### src/rtl/wb_arb_pkg.sv
// wb_arb_pkg: shared types and constants for the writeback port arbiter.
//   wb_arb_state_e : arbiter FSM states (NORMAL / STALL / FORCE)
//   rf_wr_t        : one register-file write {dest, value} at the default width
//   REG_ZERO       : architectural zero register; writes to it are dropped
//   dest_onehot    : one-hot decode of a destination, bit 0 always clear
// `DATA_SIZE gives the default register data width (32 if not defined).
`ifndef DATA_SIZE
`define DATA_SIZE 32
`endif

package wb_arb_pkg;

  localparam logic [4:0] REG_ZERO = 5'd0;

  typedef enum logic [1:0] {
    NORMAL = 2'd0,
    STALL  = 2'd1,
    FORCE  = 2'd2
  } wb_arb_state_e;

  typedef struct packed {
    logic [4:0]             dest;
    logic [`DATA_SIZE-1:0]  value;
  } rf_wr_t;

  // r0 never reports busy: it is hardwired, so decode never waits on it.
  function automatic logic [31:0] dest_onehot(input logic [4:0] d);
    logic [31:0] m;
    m    = 32'd1 << d;
    m[0] = 1'b0;
    return m;
  endfunction

endpackage

### src/rtl/wb_lq_fifo.sv
// wb_lq_fifo: circular FIFO holding MDU results waiting for the write port.
// Ports:
//   clock, reset  : clock, asynchronous active-high reset (empties the FIFO)
//   push, din     : write din at the tail (ignored while full)
//   pop, dout     : dout is the head entry; pop advances past it (ignored while empty)
//   full, empty   : occupancy flags
//   entry_valid   : one bit per storage slot, set while that slot holds live data
//   entries       : all storage slots flattened, slot i at [i*W +: W]
module wb_lq_fifo #(
  parameter int W     = 37,
  parameter int DEPTH = 4
) (
  input  logic               clock,
  input  logic               reset,
  input  logic               push,
  input  logic [W-1:0]       din,
  input  logic               pop,
  output logic [W-1:0]       dout,
  output logic               full,
  output logic               empty,
  output logic [DEPTH-1:0]   entry_valid,
  output logic [DEPTH*W-1:0] entries
);

  localparam int AW = $clog2(DEPTH);

  logic [W-1:0] mem [DEPTH];
  // One extra pointer bit separates the full and empty cases when indices match.
  logic [AW:0]  wr_ptr;
  logic [AW:0]  rd_ptr;
  logic         do_push;
  logic         do_pop;

  assign empty   = (wr_ptr == rd_ptr);
  assign full    = (wr_ptr[AW] != rd_ptr[AW]) && (wr_ptr[AW-1:0] == rd_ptr[AW-1:0]);
  assign do_push = push && !full;
  assign do_pop  = pop && !empty;
  assign dout    = mem[rd_ptr[AW-1:0]];

  for (genvar i = 0; i < DEPTH; i++) begin : g_flat
    assign entries[i*W +: W] = mem[i];
  end

  always_ff @(posedge clock) begin
    if (do_push) mem[wr_ptr[AW-1:0]] <= din;
  end

  // Set and clear never hit the same slot: that needs full (no push) or empty (no pop).
  always_ff @(posedge clock or posedge reset) begin
    if (reset) begin
      wr_ptr      <= '0;
      rd_ptr      <= '0;
      entry_valid <= '0;
    end else begin
      if (do_push) begin
        wr_ptr                          <= wr_ptr + 1'b1;
        entry_valid[wr_ptr[AW-1:0]]     <= 1'b1;
      end
      if (do_pop) begin
        rd_ptr                          <= rd_ptr + 1'b1;
        entry_valid[rd_ptr[AW-1:0]]     <= 1'b0;
      end
    end
  end

endmodule

### src/rtl/wb_port_arbiter.sv
// wb_port_arbiter: shares the register-file write port between the pipeline
// writeback stream (always wins) and queued MDU results. A starvation timer
// on the queue head requests one pipeline bubble so the queue always drains.
// Ports:
//   clock, reset          : clock, asynchronous active-high reset
//   pipe_valid/dest/value : pipeline writeback request (no backpressure)
//   mdu_valid/dest/value  : MDU result; mdu_ready = queue not full
//   stall_req             : one-cycle bubble request (registered)
//   rf_we/waddr/wdata     : register-file write port (registered)
//   busy_mask             : bit r set while a queued MDU entry targets r
//   err_collide           : sticky, pipe_valid seen in a forced-drain slot
// Build option: define WB_ARB_SCOREBOARD_EN to compute busy_mask; when it is
// undefined busy_mask is tied to zero.
`ifndef DATA_SIZE
`define DATA_SIZE 32
`endif

module wb_port_arbiter
  import wb_arb_pkg::*;
#(
  parameter int DATA_W       = `DATA_SIZE,
  parameter int LQ_DEPTH     = 4,
  parameter int STARVE_LIMIT = 8
) (
  input  logic              clock,
  input  logic              reset,
  input  logic              pipe_valid,
  input  logic [4:0]        pipe_dest,
  input  logic [DATA_W-1:0] pipe_value,
  input  logic              mdu_valid,
  output logic              mdu_ready,
  input  logic [4:0]        mdu_dest,
  input  logic [DATA_W-1:0] mdu_value,
  output logic              stall_req,
  output logic              rf_we,
  output logic [4:0]        rf_waddr,
  output logic [DATA_W-1:0] rf_wdata,
  output logic [31:0]       busy_mask,
  output logic              err_collide
);

  localparam int ENTRY_W = 5 + DATA_W;
  localparam int AGE_W   = $clog2(STARVE_LIMIT + 1);
  localparam logic [AGE_W-1:0] AGE_MAX = AGE_W'(STARVE_LIMIT);

  wb_arb_state_e           state;
  logic [AGE_W-1:0]        age;
  logic                    push;
  logic                    pop;
  logic                    full;
  logic                    empty;
  logic [ENTRY_W-1:0]      head;
  logic [LQ_DEPTH-1:0]     entry_valid;
  logic [LQ_DEPTH*ENTRY_W-1:0] entries;
  logic                    grant;
  logic                    collide;
  logic [4:0]              g_dest;
  logic [DATA_W-1:0]       g_value;

  // MDU handshake: a result transfers on a clock edge where mdu_valid and
  // mdu_ready are both high. mdu_ready depends only on registered occupancy,
  // so a pop in the same cycle does not make room for a push.
  assign mdu_ready = !full;
  assign push      = mdu_valid && !full;

  wb_lq_fifo #(
    .W     (ENTRY_W),
    .DEPTH (LQ_DEPTH)
  ) u_lq (
    .clock       (clock),
    .reset       (reset),
    .push        (push),
    .din         ({mdu_dest, mdu_value}),
    .pop         (pop),
    .dout        (head),
    .full        (full),
    .empty       (empty),
    .entry_valid (entry_valid),
    .entries     (entries)
  );

  // The pipe wins in every state, including FORCE (where it should be idle).
  // Otherwise the queue head is consumed, even when it targets r0.
  always_comb begin
    pop     = 1'b0;
    grant   = 1'b0;
    collide = 1'b0;
    g_dest  = head[ENTRY_W-1 -: 5];
    g_value = head[DATA_W-1:0];
    if (pipe_valid) begin
      grant   = 1'b1;
      g_dest  = pipe_dest;
      g_value = pipe_value;
      collide = (state == FORCE);
    end else if (!empty) begin
      grant = 1'b1;
      pop   = 1'b1;
    end
  end

  always_ff @(posedge clock or posedge reset) begin
    if (reset) begin
      state       <= NORMAL;
      age         <= '0;
      stall_req   <= 1'b0;
      rf_we       <= 1'b0;
      rf_waddr    <= '0;
      rf_wdata    <= '0;
      err_collide <= 1'b0;
    end else begin
      // Age of the waiting head; saturates so a collided FORCE retries at once.
      if (empty || pop)          age <= '0;
      else if (age != AGE_MAX)   age <= age + 1'b1;

      stall_req <= 1'b0;
      case (state)
        NORMAL: begin
          if (!empty && (age == AGE_MAX)) begin
            state     <= STALL;
            stall_req <= 1'b1;
          end
        end
        STALL:   state <= FORCE;
        FORCE:   state <= NORMAL;
        default: state <= NORMAL;
      endcase

      rf_we <= grant && (g_dest != REG_ZERO);
      if (grant) begin
        rf_waddr <= g_dest;
        rf_wdata <= g_value;
      end
      if (collide) err_collide <= 1'b1;
    end
  end

`ifdef WB_ARB_SCOREBOARD_EN
  always_comb begin
    busy_mask = '0;
    for (int i = 0; i < LQ_DEPTH; i++) begin
      if (entry_valid[i])
        busy_mask = busy_mask | dest_onehot(entries[i*ENTRY_W + DATA_W +: 5]);
    end
  end
`else
  logic unused_sb;
  assign unused_sb = ^{entry_valid, entries};
  assign busy_mask = '0;
`endif

endmodule

### config.mk
export PLATFORM = sky130hd
export DESIGN_NAME = wb_port_arbiter
export DESIGN_NICKNAME = d
export VERILOG_FILES = /design/src/rtl/wb_arb_pkg.sv /design/src/rtl/wb_lq_fifo.sv /design/src/rtl/wb_port_arbiter.sv
export SDC_FILE = /design/constraint.sdc
export NUM_CORES = 1
export LEC_CHECK = 0
export CELL_PAD_IN_SITES_DETAIL_PLACEMENT = 0
export CELL_PAD_IN_SITES_GLOBAL_PLACEMENT = 1
export CORE_UTILIZATION = 46
export CTS_CLUSTER_DIAMETER = 100
export DETAILED_ROUTE_END_ITERATION = 7
export DONT_BUFFER_PORTS = 1
export GPL_ROUTABILITY_DRIVEN = 0
export MAX_ROUTING_LAYER = met4
export PLACE_DENSITY_LB_ADDON = 0.1
export SYNTH_ARGS = -nofsm -noshare
export SYNTH_HDL_FRONTEND = slang
export SYNTH_HIERARCHICAL = 1
export SYNTH_SLANG_ARGS = --single-unit
### constraint.sdc
create_clock -name clock -period 9.2 [get_ports clock]
set_input_delay 1.84 -clock clock [delete_from_list [all_inputs] [get_ports clock]]
set_output_delay 1.84 -clock clock [all_outputs]
set_load 0.02 [all_outputs]
---- Yosys cells after proc, flatten, opt, wreduce, memory -nomap -nowiden ----
Memory sizes are Yosys's and may differ from the RTL's.
Cells that the tools add are included.
storage, ports and cells
  bits in writable memories ............... 148
  register bits ........................... 52
  bits in read-only memories .............. 0
  logic and storage cells ................. 47
  bits of input ports ..................... 78
  bits in latches ......................... 0
  output and inout port bits .............. 73
  memories kept ........................... 1
cells by class
  bitwise operators ....................... 0
  muxes and demuxes ....................... 14
  shift operators ......................... 0
  add/subtract/negate cells ............... 3
  $mul .................................... 0
  equal/unequal tests ..................... 8
  reduce and logical (&&, ||, !) cells .... 12
  divide/modulo/power cells ............... 0
  magnitude comparators ................... 0
memory list
  name      depth  bits a word  rd ports  clocked after Yosys merged registers in  wr ports  RTL line          RTL
  u_lq.mem  4      37           1         0                                        1         wb_lq_fifo.sv:27  logic [W-1:0] mem [DEPTH];
operators by type and width
  kind                                           count
  2-to-1 mux 32 bit                              1
  2-to-1 mux 1 bit                               8
  2-to-1 mux 4 bit                               2
  adder 3 x 1 -> 3 bit, second input constant    2
  logical AND 1 bit                              6
  2-to-1 mux 5 bit                               1
  nonzero test 5 bit                             1
  adder 4 x 1 -> 4 bit, second input constant    1
  == test 4 bit, second input constant           1
  != test 4 bit, second input constant           1
  one-hot mux 2 bit (2 select lines)             1
  == test 3 bit                                  1
  == test 2 x 1 -> 1 bit, second input constant  1
  == test 2 bit                                  1
  == test 2 bit, second input constant           1
  logical NOT 1 bit                              2
  logical NOT 2 bit                              1
  2-to-1 mux 2 bit                               1
  != test 2 bit, second input constant           1
  nonzero test 2 bit                             1
  logical OR 1 bit                               1
  != test 1 bit                                  1

---- Depth between registers and ports, before layout ----
  word-level depth ........................ 7
  gate-level depth with buffers ........... 9
  mapped depth without buffers ............ 7

---- Modules after synthesis ----
Netlist, hierarchy kept.
modules (own cells, without submodules)
  module           instances  seq. area each (um^2)  area each (um^2)  cells each
  wb_lq_fifo       1          4694.5                 6053.3            262
  wb_port_arbiter  1          1151.1                 2348.5            234

---- Least setup slack after synthesis ----
OpenSTA, ideal clock, no wires.
  path type ............................... input to register
  start ................................... input port mdu_valid
  end ..................................... memory u_lq.mem[0][0], enable pin
  required time ........................... 8.744 ns
  setup slack ............................. 4.591 ns
  library setup time ...................... 0.456 ns
  data arrival time ....................... 4.153 ns
  stages .................................. 3
  buffers on the path ..................... 0
  cell sequence ........................... nor2b_1 -> nand2_1 -> a31oi_1
on the way
  cells in the longest elaborated chain, start to end .. 4
RTL lines
  what                                    RTL line               RTL
  start, declared                         wb_port_arbiter.sv:30  input logic mdu_valid,
  logical AND 1 bit                       wb_port_arbiter.sv:64  assign push = mdu_valid && !full;
  logical AND 1 bit                       wb_lq_fifo.sv:36       assign do_push = push && !full;
  2-to-1 mux 1 bit                        wb_lq_fifo.sv:45       if (do_push) mem[wr_ptr[AW-1:0]] <= din;
  2-to-1 mux 1 bit (implied by the code)  wb_lq_fifo.sv:45
  end, declared                           wb_lq_fifo.sv:27
No other way between the ends.

---- Final worst setup path ----
  start ................................... register u_lq.rd_ptr[0]
  end ..................................... output port mdu_ready
on the way
  cells in the longest elaborated chain, start to end .. 3
RTL lines
  what                    RTL line               RTL
  start, declared         wb_lq_fifo.sv:30       logic [AW:0] rd_ptr;
  start signal, assigned  wb_lq_fifo.sv:60       rd_ptr <= rd_ptr + 1'b1;
  == test 2 bit           wb_lq_fifo.sv:35       assign full = (wr_ptr[AW] != rd_ptr[AW]) && (wr_ptr[AW-1:0] == rd_ptr[AW-1:0]);
  logical AND 1 bit       wb_lq_fifo.sv:35
  via full                wb_port_arbiter.sv:50  logic full;
  logical NOT 1 bit       wb_port_arbiter.sv:63  assign mdu_ready = !full;
  end, declared           wb_port_arbiter.sv:31  output logic mdu_ready,
The timed path passes the listed nets, and every way through them passes these cells.

==> reports/metrics.cfg <==
[routing]
wl_per_cell_um=20.6
dr.pass1.iters=4
viasPerCell=5.39
drt.antenna.violating_nets=0
route.detailed.drc=0
vias=3895
drtIter0Drc=192
routed_wl_um=14900

[critical_path]
critPathKind=reg -> out
worstPathArrival_ps=2200
r2r-start=u_lq/rd_ptr[0]
cp-start-kind=register
cp_max_fo=42
endpoint_kind=primary output
startpoint=u_lq/rd_ptr[0]
required_ps=7360

[clock_tree]
cts.root.buffer_cell=clkbuf_16
clock-sinks=200
numCtsBuffers=17
cts_tree=built
clk_pin_slew_worst_paths_ps=60
postCtsSetupRepairBufs=0
ctsHtreeMaxLevel=4
holdBufCountCts=0
clk_latency_ps=420
cts_resized=0
cts_max_path_buffers=2

[die]
pin_count=151
start_util_pct=47.4
die_area_mm2=0.0184
die_w_um=136
core_area_mm2=0.0174
die-height_um=136
rows=48

[global_route]
gr-total-overflow=0
grt_pass1_wl_um=23100
grt_start_max_net_pins=79
antenna_found_initial=0
grt_usage_pct=18.1
first_global_vias=4082

[timing]
finalCritPeriodShare_pct=43.9
hold_viol=0
worstMarginPinSlew_ps=1060
max_freq_mhz=248
rsz0062_at_grt=false
max_slew_margin_pct=29.0
maxSlewViolCount=0
tns_ps=0
finalClockSkew_ps=10.3
min_period_ps=4040
finalSetupViolCount=0

[job]
maxCapViolations=0

[final_layout]
nets=571
finalInstanceArea_mm2=0.00897
drive_gt1_share_pct=17.1
fillCellCount=1418
antenna_cells=0
area_growth_pct=8.95

[placement]
place_hpwl_um=9010
place_area_mm2=0.00837
portBuffers=0

[synthesis]
syn_area_mm2=0.00823
synth.avg_cell_area_um2=17.0
synthesis.instances=483
ys_warn_count=6

[power]
worst_ir_drop_vdd_mv=0.184
leakage_nw=3.12
power_density_mw_per_mm2=349

[hold_path]
hp-start=state[1]
min_path_type=reg -> reg

[run_status]
status=completed

## power breakdown
part,switching [mW],internal (mW)
clock,0.310,0.436
sequential,0.258,1.24
combinational,0.483,0.396
## final timing paths
check / to / slack, ps / depth (start not counted)
setup / recovery: mdu_ready / 5160 / 4
hold / removal: state[1] / 480 / 1
setup reg to reg: u_lq/mem[0][8] / 6060 / 7
hold reg to reg: state[1] / 480 / 1
max in group asynchronous: rf_wdata[15] / 6980 / 1
min in group asynchronous: u_lq/rd_ptr[2] / 1240 / 1
## critical path, stage by stage (launching register included)
cell	delay, ps
dfrtp_4	800
xnor2_4	530
nand2_1	130
nor2_1	160
inv_1	130
## metal layers
metal  wire, um  part of all wire [%]  global-route usage [%]
met1       6280                    42                    21.9
met2       7380                    50                    28.6
met3       1070                   7.2                    6.21
met4        154                   1.0                    5.49
met5          0                     0                       -
## layout by cell type, fill, tap and decap left out, types with 2 or more instances in the layout
cell type and count:
a21oi_1 4, a31oi_1 2, ha_1 8, nand2b_1 3, nand2_1 47, edfxtp_1 148
o21ai_1 2, dfrtp_1 50, clkinv_4 3, xnor2_1 4, nand3b_1 2, a31oi_4 4
clkbuf_1 3, inv_1 9, nor2_1 5, nor4_1 2, clkinv_2 2, mux4_2 37
o21ai_0 37, nor2b_1 2, xor2_1 4, clkbuf_16 17, mux2i_1 38, conb_1 32
buf_4 7, nand3_1 2, bufinv_16 3, or4_1 2
## final cells by class
cell class | instances | area (um^2) | share of cell area, %
sequential | 200 | 5750 | 64.1
clock buffer | 21 | 450 | 5.02
inverter | 10 | 37.5 | 0.419
multi-input combinational | 249 | 2250 | 25.1
tap | 225 | 282 | 3.14
timing repair buffer | 7 | 52.6 | 0.586
clock inverter | 11 | 146 | 1.63
## flip-flops by register name, summed over array words and instances, names as in the netlist
register and cells:
err_collide 1, rf_we 1, stall_req 1, u_lq/wr_ptr 3
u_lq/rd_ptr 3, u_lq/mem 148, rf_wdata 32, state 2
rf_waddr 5, age 4
## metrics by stage
step / utilization (%) / total power, mW / std cells / worst slack, ps / hold slack, ps
floorplan: - / 2.19 / 514 / 4630 / 449
global placement: 48.2 / 2.40 / 691 / 5590 / 465
detailed placement: 48.2 / 2.43 / 691 / 5560 / 473
CTS: 51.7 / 3.17 / 723 / 5100 / 483
global route: 51.7 / 3.30 / 723 / 4960 / 499
finish: 51.7 / 3.13 / 723 / 5160 / 485
Power figures use the tool's default switching activity.
